## config.mk

```make
export PLATFORM = sky130hd
export DESIGN_NAME = operand_fwd
export DESIGN_NICKNAME = d
export VERILOG_FILES = /design/src/rtl/operand_fwd.sv
export SDC_FILE = /design/constraint.sdc
export NUM_CORES = 1
export LEC_CHECK = 0
export BUFFER_PORTS_ARGS = -buffer_cell sky130_fd_sc_hd__buf_2
export CORE_AREA = 2 2 150 152
export DETAILED_ROUTE_END_ITERATION = 10
export DIE_AREA = 0 0 152 154
export PLACE_DENSITY = 0.5
export SLEW_MARGIN = 30
export SYNTH_ARGS = -nofsm -noshare
export SYNTH_HDL_FRONTEND = slang
export SYNTH_SLANG_ARGS = --single-unit
```

## constraint.sdc

```tcl
create_clock -name clk -period 5.5 [get_ports clk]
set_input_delay 1.1 -clock clk [delete_from_list [all_inputs] [get_ports clk]]
set_output_delay 1.1 -clock clk [all_outputs]
set_load 0.05 [all_outputs]
```

## src/rtl/operand_fwd.sv

```systemverilog
// rtl/operand_fwd.sv - operand forwarding tracker with load-use stall detection (optional OPERAND_FWD_STAT_EN stall counter)
module operand_fwd #(
  parameter int XLEN      = 32,
  parameter int NUM_SRC   = 2,
  parameter int FWD_DEPTH = 3
) (
  input  logic                    clk,
  input  logic                    rst_n,
`ifdef OPERAND_FWD_STAT_EN
  output logic [31:0]             stall_cnt_o,
`endif
  input  logic [NUM_SRC*5-1:0]    src_idx_i,
  input  logic [NUM_SRC*2-1:0]    src_sel_i,
  input  logic [NUM_SRC*XLEN-1:0] rf_data_i,
  input  logic [XLEN-1:0]         imm_i,
  input  logic                    issue_valid_i,
  input  logic                    wr_valid_i,
  input  logic [4:0]              wr_rd_i,
  input  logic                    wr_is_load_i,
  input  logic [XLEN-1:0]         wr_data_i,
  input  logic [XLEN-1:0]         mem_rdata_i,
  output logic [NUM_SRC*XLEN-1:0] opnd_o,
  output logic [NUM_SRC-1:0]      fwd_hit_o,
  output logic                    stall_o
);

  // Tracker entries, index 0 is the youngest writer.
  logic [FWD_DEPTH-1:0]           r_valid;
  logic [FWD_DEPTH-1:0][4:0]      r_rd;
  logic [FWD_DEPTH-1:0]           r_dvalid;
  logic [FWD_DEPTH-1:0][XLEN-1:0] r_data;

  logic [NUM_SRC-1:0]             w_port_stall;

  // Shift the tracker every cycle; a pending load picks up memory data as it leaves entry 0.
  always_ff @(posedge clk or negedge rst_n) begin
    if (!rst_n) begin
      r_valid  <= '0;
      r_rd     <= '0;
      r_dvalid <= '0;
      r_data   <= '0;
    end else begin
      r_valid[0]  <= wr_valid_i;
      r_rd[0]     <= wr_rd_i;
      r_dvalid[0] <= !wr_is_load_i;
      r_data[0]   <= wr_data_i;

      r_valid[1] <= r_valid[0];
      r_rd[1]    <= r_rd[0];
      if (r_valid[0] && !r_dvalid[0]) begin
        r_dvalid[1] <= 1'b1;
        r_data[1]   <= mem_rdata_i;
      end else begin
        r_dvalid[1] <= r_dvalid[0];
        r_data[1]   <= r_data[0];
      end

      for (int i = 2; i < FWD_DEPTH; i++) begin
        r_valid[i]  <= r_valid[i-1];
        r_rd[i]     <= r_rd[i-1];
        r_dvalid[i] <= r_dvalid[i-1];
        r_data[i]   <= r_data[i-1];
      end
    end
  end

  for (genvar p = 0; p < NUM_SRC; p++) begin : g_port
    logic [4:0]      w_idx;
    logic [1:0]      w_sel;
    logic [XLEN-1:0] w_rf;
    logic            w_imm_sel;
    logic            w_match_any;
    logic            w_match_dv;
    logic [XLEN-1:0] w_match_data;

    assign w_idx     = src_idx_i[p*5 +: 5];
    assign w_sel     = src_sel_i[p*2 +: 2];
    assign w_rf      = rf_data_i[p*XLEN +: XLEN];
    assign w_imm_sel = (w_sel == 2'b01);

    // Scan oldest to youngest so the youngest matching entry overrides older ones; x0 never matches.
    always_comb begin
      w_match_any  = 1'b0;
      w_match_dv   = 1'b1;
      w_match_data = w_rf;
      for (int e = FWD_DEPTH - 1; e >= 0; e--) begin
        if (r_valid[e] && (r_rd[e] == w_idx) && (w_idx != 5'd0)) begin
          w_match_any  = 1'b1;
          w_match_dv   = r_dvalid[e];
          w_match_data = r_data[e];
        end
      end
    end

    assign opnd_o[p*XLEN +: XLEN] = w_imm_sel ? imm_i : w_match_data;
    assign fwd_hit_o[p]           = !w_imm_sel && w_match_any;
    assign w_port_stall[p]        = !w_imm_sel && w_match_any && !w_match_dv;
  end

  assign stall_o = issue_valid_i && (|w_port_stall);

`ifdef OPERAND_FWD_STAT_EN
  logic [31:0] r_stall_cnt;

  // Count stalled cycles, holding at the maximum value.
  always_ff @(posedge clk or negedge rst_n) begin
    if (!rst_n) begin
      r_stall_cnt <= '0;
    end else if (stall_o && (r_stall_cnt != 32'hFFFF_FFFF)) begin
      r_stall_cnt <= r_stall_cnt + 32'd1;
    end
  end

  assign stall_cnt_o = r_stall_cnt;
`endif

endmodule

```

## Word-level counts from Yosys, hierarchy flattened

Index checks and enable logic that the tools add are counted.

| cells by class | value |
|---|---|
| equal/unequal tests | 8 |
| multiplexer cells | 22 |
| reduce and logical (&&, ||, !) cells | 27 |

Operator list:

| kind | count |
|---|---|
| $mux W32 | 9 |
| $eq A5 B5 Y1 | 6 |
| $logic_and A1 B1 Y1 | 18 |
| $mux W1 | 13 |
| $reduce_bool A5 Y1 | 2 |
| $logic_not A1 Y1 | 6 |
| $eq A2 B1 Y1 const B | 2 |
| $reduce_or A2 Y1 | 1 |

| storage, ports and cells | value |
|---|---|
| register bits after elaboration | 117 |
| output and inout port bits | 67 |

## Longest topological paths before layout

| depth | value |
|---|---|
| depth after elaboration | 10 |
| depth in mapped cells | 9 |
| depth with buffers taken out | 6 |

## Least setup slack after synthesis

Ideal clock, no wire load.

| path | value |
|---|---|
| kind | input to output |
| start point | input port src_idx_i[6] |
| end point | output port stall_o |
| arrival time | 3749 ps |
| data required time | 4400 ps |
| path slack | 651 ps |
| stages on the path | 8 |
| buffers on the path | 3 |
| path through | clkbuf_1 -> xnor2_1 -> nand4_1 -> or4_1 -> buf_2 -> buf_4 -> a21oi_1 -> a31o_1 |

| between the ends | value |
|---|---|
| longest elaborated chain between the ends | 10 |
| elaborated cells on any way between the ends | 21 |
| those cells by class | eq/ne (3); mux (6); reduce/logical (12) |

RTL lines:

| item | RTL line | source |
|---|---|---|
| from (decl) | 12 | `input logic [NUM_SRC*5-1:0] src_idx_i,` |
| $eq A5 B5 Y1 | 87 | `if (r_valid[e] && (r_rd[e] == w_idx) && (w_idx != 5'd0)) begin` |
| $logic_and A1 B1 Y1 (2 in series) | 87 |  |
| $mux W1 (2 in series) | 87 |  |
| $mux W1 * | 87 |  |
| $logic_and A1 B1 Y1 * | - |  |
| net fwd_hit_o[1] | 23 | `output logic [NUM_SRC-1:0] fwd_hit_o,` |
| $logic_and A1 B1 Y1 * | 97 | `assign w_port_stall[p] = !w_imm_sel && w_match_any && !w_match_dv;` |
| $reduce_or A2 Y1 * | 100 | `assign stall_o = issue_valid_i && (\|w_port_stall);` |
| $logic_and A1 B1 Y1 * | 100 |  |
| to (decl) | 24 | `output logic stall_o` |

The timed path passes the listed nets; every way through them passes the cells marked *.

## Worst setup path after layout

| path | value |
|---|---|
| start point | input port src_idx_i[6] |
| end point | output port opnd_o[39] |

| between the ends | value |
|---|---|
| longest elaborated chain between the ends | 7 |
| elaborated cells on any way between the ends | 14 |
| those cells by class | eq/ne (3); mux (4); reduce/logical (7) |

RTL lines:

| item | RTL line | source |
|---|---|---|
| $eq A5 B5 Y1 | 87 |  |
| $logic_and A1 B1 Y1 (2 in series) | 87 |  |
| $mux W32 (2 in series) | 87 |  |
| $mux W32 * | 87 |  |
| $mux W32 * | 95 | `assign opnd_o[p*XLEN +: XLEN] = w_imm_sel ? imm_i : w_match_data;` |
| to (decl) | 22 | `output logic [NUM_SRC*XLEN-1:0] opnd_o,` |

Every way passes the cells marked *; elsewhere a longest branch is shown, timed or not.

==> qor.txt <==
Most frequent cell on the critical path - buf_2
Setup TNS - 0 ps
Post-synthesis net count - 808
Worst hold path type - reg -> reg
Simple-gate area share of the yosys netlist - 0.163
CTS Root Cell - clkbuf_16
Worst hold slack - 384 ps
Sequential Area - 2930 um2
CP max FO - 16
Startpoint Class - primary input
Die X - 152 um
Cts bufs inserted - 17
Final std cells w/o fill - 1,154
Fin util - 0.396
Fraction of registers with async set/reset - 1.00
Initial core utilization - 0.297
Total Wirelength - 23,200 um
Number of primary I/O pins - 251
Xor/xnor cell area share of the yosys netlist - 0.0408
Clk slew on worst S/H paths - 50 ps
Register area share after synthesis - 0.454
Clock sink count - 117
PortBufs - 250
Post-Synth Adder-Cell Area - 0
Most common cell after layout, fill and taps aside - buf_2
Synthesized area - 6440 um2
Fmax - 206 MHz
Core Rows - 54
WL/cell - 20.1 um
Worst skew pair latency - 420 ps
Via count - 5,782
Worst-path cell chain - buf_2, xnor2_1, nand4_1, nor3_4, or2_1, buf_4, a211o_1, nand3_1, buf_2
Largest family of logic cells by synthesized area - simple AND/OR/NAND/NOR gates
Detailed Route Iter0 Violations - 293
Dpl cells - 1,121
Most frequent cells in the layout - buf_2 (249), dfrtp_1 (117), nor2_1 (68), mux2i_1 (64), nand3_1 (48)
First-pass GRT wire length - 35,700 um
PwrDens - 304 nW/um2
Antenna viol nets, final - 0
Setup Skew - 10.7 ps
Layout cells sized above 1 - 0.400
# nets final - 1,045
Slew Limit Fails - 0
Slowest cell on crit path - nor3_4
Maxcap violations - 0
DR vias/cell - 5.01
Clk buf depth - 2
Post-Syn Instances - 624
H-tree depth - 4
Hold path depth - 0
Multi-input gate area - 3280 um2
RSZ-0062 raised after global routing - false
Core outline area - 21,700 um2
Global route overflow - 0
Hpwl dp - 16,300 um
CTS tree - yes
EDFF count, synth - 0
Die Y - 154 um
Status - completed
R2R depth - 3
Rel. slew slack - 0.329
Min Tclk post-route - 4850 ps
Worst VDD drop - 0.203 mV
Max incr delay on CP - 710 ps
Largest net degree at the start of global routing - 72
Ys flop type - dfrtp_1
Final setup violating endpoints - 0
Post-CTS sizing - 0
Diode count - 0
FILL cells - 2,178
Hold Buf Count CTS - 0
Compound-gate portion of the synthesized area - 0.142
Endpoint class of the critical path - output pin
CP required - 4400 ps
Final GP Congestion - 0.853
Arrival time worst endpoint - 3750 ps
DR pass1 iterations - 4
DRC viols - 0
Period utilisation layout - 0.882
Yosys cell types - 39
Hold Vio Cnt, Final - 0
Initial antenna violation count - 2
Worst-margin pin slew - 1010 ps
P&R area growth vs syn - 33.3%
Number of global-route vias before repair - 6,163
# Post-CTS Setup Buffers - 0
Register bit total from synthesis - 117
Kind of critical path - in -> out
Yosys warns - 0
Mux cell area share after synthesis - 0.155
Leak - 4.03 nW
Total track usage - 0.198
Full die area - 23,400 um2
Syn_area_per_cell - 10.3 um2
synth_stat cells, drive strengths merged (2+ instances only):
cell	count	area [um2]
a311oi	2	17.5
xor2	2	17.5
nor2b	4	25.0
inv	4	15.0
nand3	48	240
nor3	3	42.5
mux2	32	360
and3	43	269
nand2b	2	12.5
mux2i	64	641
nand2	25	93.8
buf	25	174
a21oi	43	215
xnor2	28	245
dfrtp	117	2930
a221o	41	410
o211ai	3	32.5
nand4	4	25.0
or4	3	30.0
a211o	23	201
clkbuf	26	97.6
or2	2	12.5
nor2	72	275
sequential cells by signal (all words and copies together), names as in the netlist:
register	count
r_dvalid	3
r_valid	3
r_data	96
r_rd	15
stage by stage:
stage / worst slack [ps] / power, mW / cell area (um2)
after floorplan: 651 / 1.32 / 6440
after global placement: 390 / 1.53 / 7960
after detailed placement: 658 / 1.53 / 7980
after CTS: 675 / 2.64 / 8560
after global routing: 497 / 2.73 / 8590
final: 649 / 2.61 / 8590
worst max-delay path: cells and delay by family:
family                    cells  cell delay [ps]
AOI/OAI and AO/OA             1              120
xor gates and xnor gates      1              190
buffers and inverters         3              710
and+or+nand+nor               4             1610
metal layers:
metal,up-vias,global-route usage,routed length [um]
met3,31,0.0389,1120
met5,-,0,25
met1,2768,0.267,10700
met4,4,0.0628,389
met2,211,0.321,11000
li1,2768,-,-
worst paths after layout:
| path | from | to | slack [ps] |
|---|---|---|---|
| max | src_idx_i[6] | opnd_o[39] | 650 |
| min | r_dvalid[1] | r_dvalid[2] | 380 |
| max reg2reg | r_valid[0] | r_data[37] | 3500 |
| min reg2reg | r_dvalid[1] | r_dvalid[2] | 380 |
| max in group asynchronous | rst_n | r_data[30] | 3770 |
| min in group asynchronous | rst_n | r_rd[3] | 680 |
final cells by class:
cell class	instances	share of cell area
Tap cell	280	0.0408
Clock buffer	20	0.0520
Inverter	4	0.00175
Clock inverter	12	0.0151
Multi-Input combinational cell	452	0.382
Timing Repair Buffer	269	0.168
Sequential cell	117	0.341
cells by family (layout without fill, tap and decap cells):
family | after synthesis | count (layout)
buffers and inverters | 55 | 305
DFF | 117 | 117
muxes | 96 | 96
AOI/OAI and AO/OA | 117 | 117
and+or+nand+nor | 209 | 209
xor gates and xnor gates | 30 | 30
where the power goes:
| group | internal (mW) | leakage (nW) | switching (mW) |
|---|---|---|---|
| logic | 0.191 | 2.40 | 0.365 |
| clock network | 0.677 | 0.268 | 0.418 |
| registers | 0.918 | 1.36 | 0.0412 |
| total | 1.79 | 4.03 | 0.824 |
(Power assumes the default switching activity.)
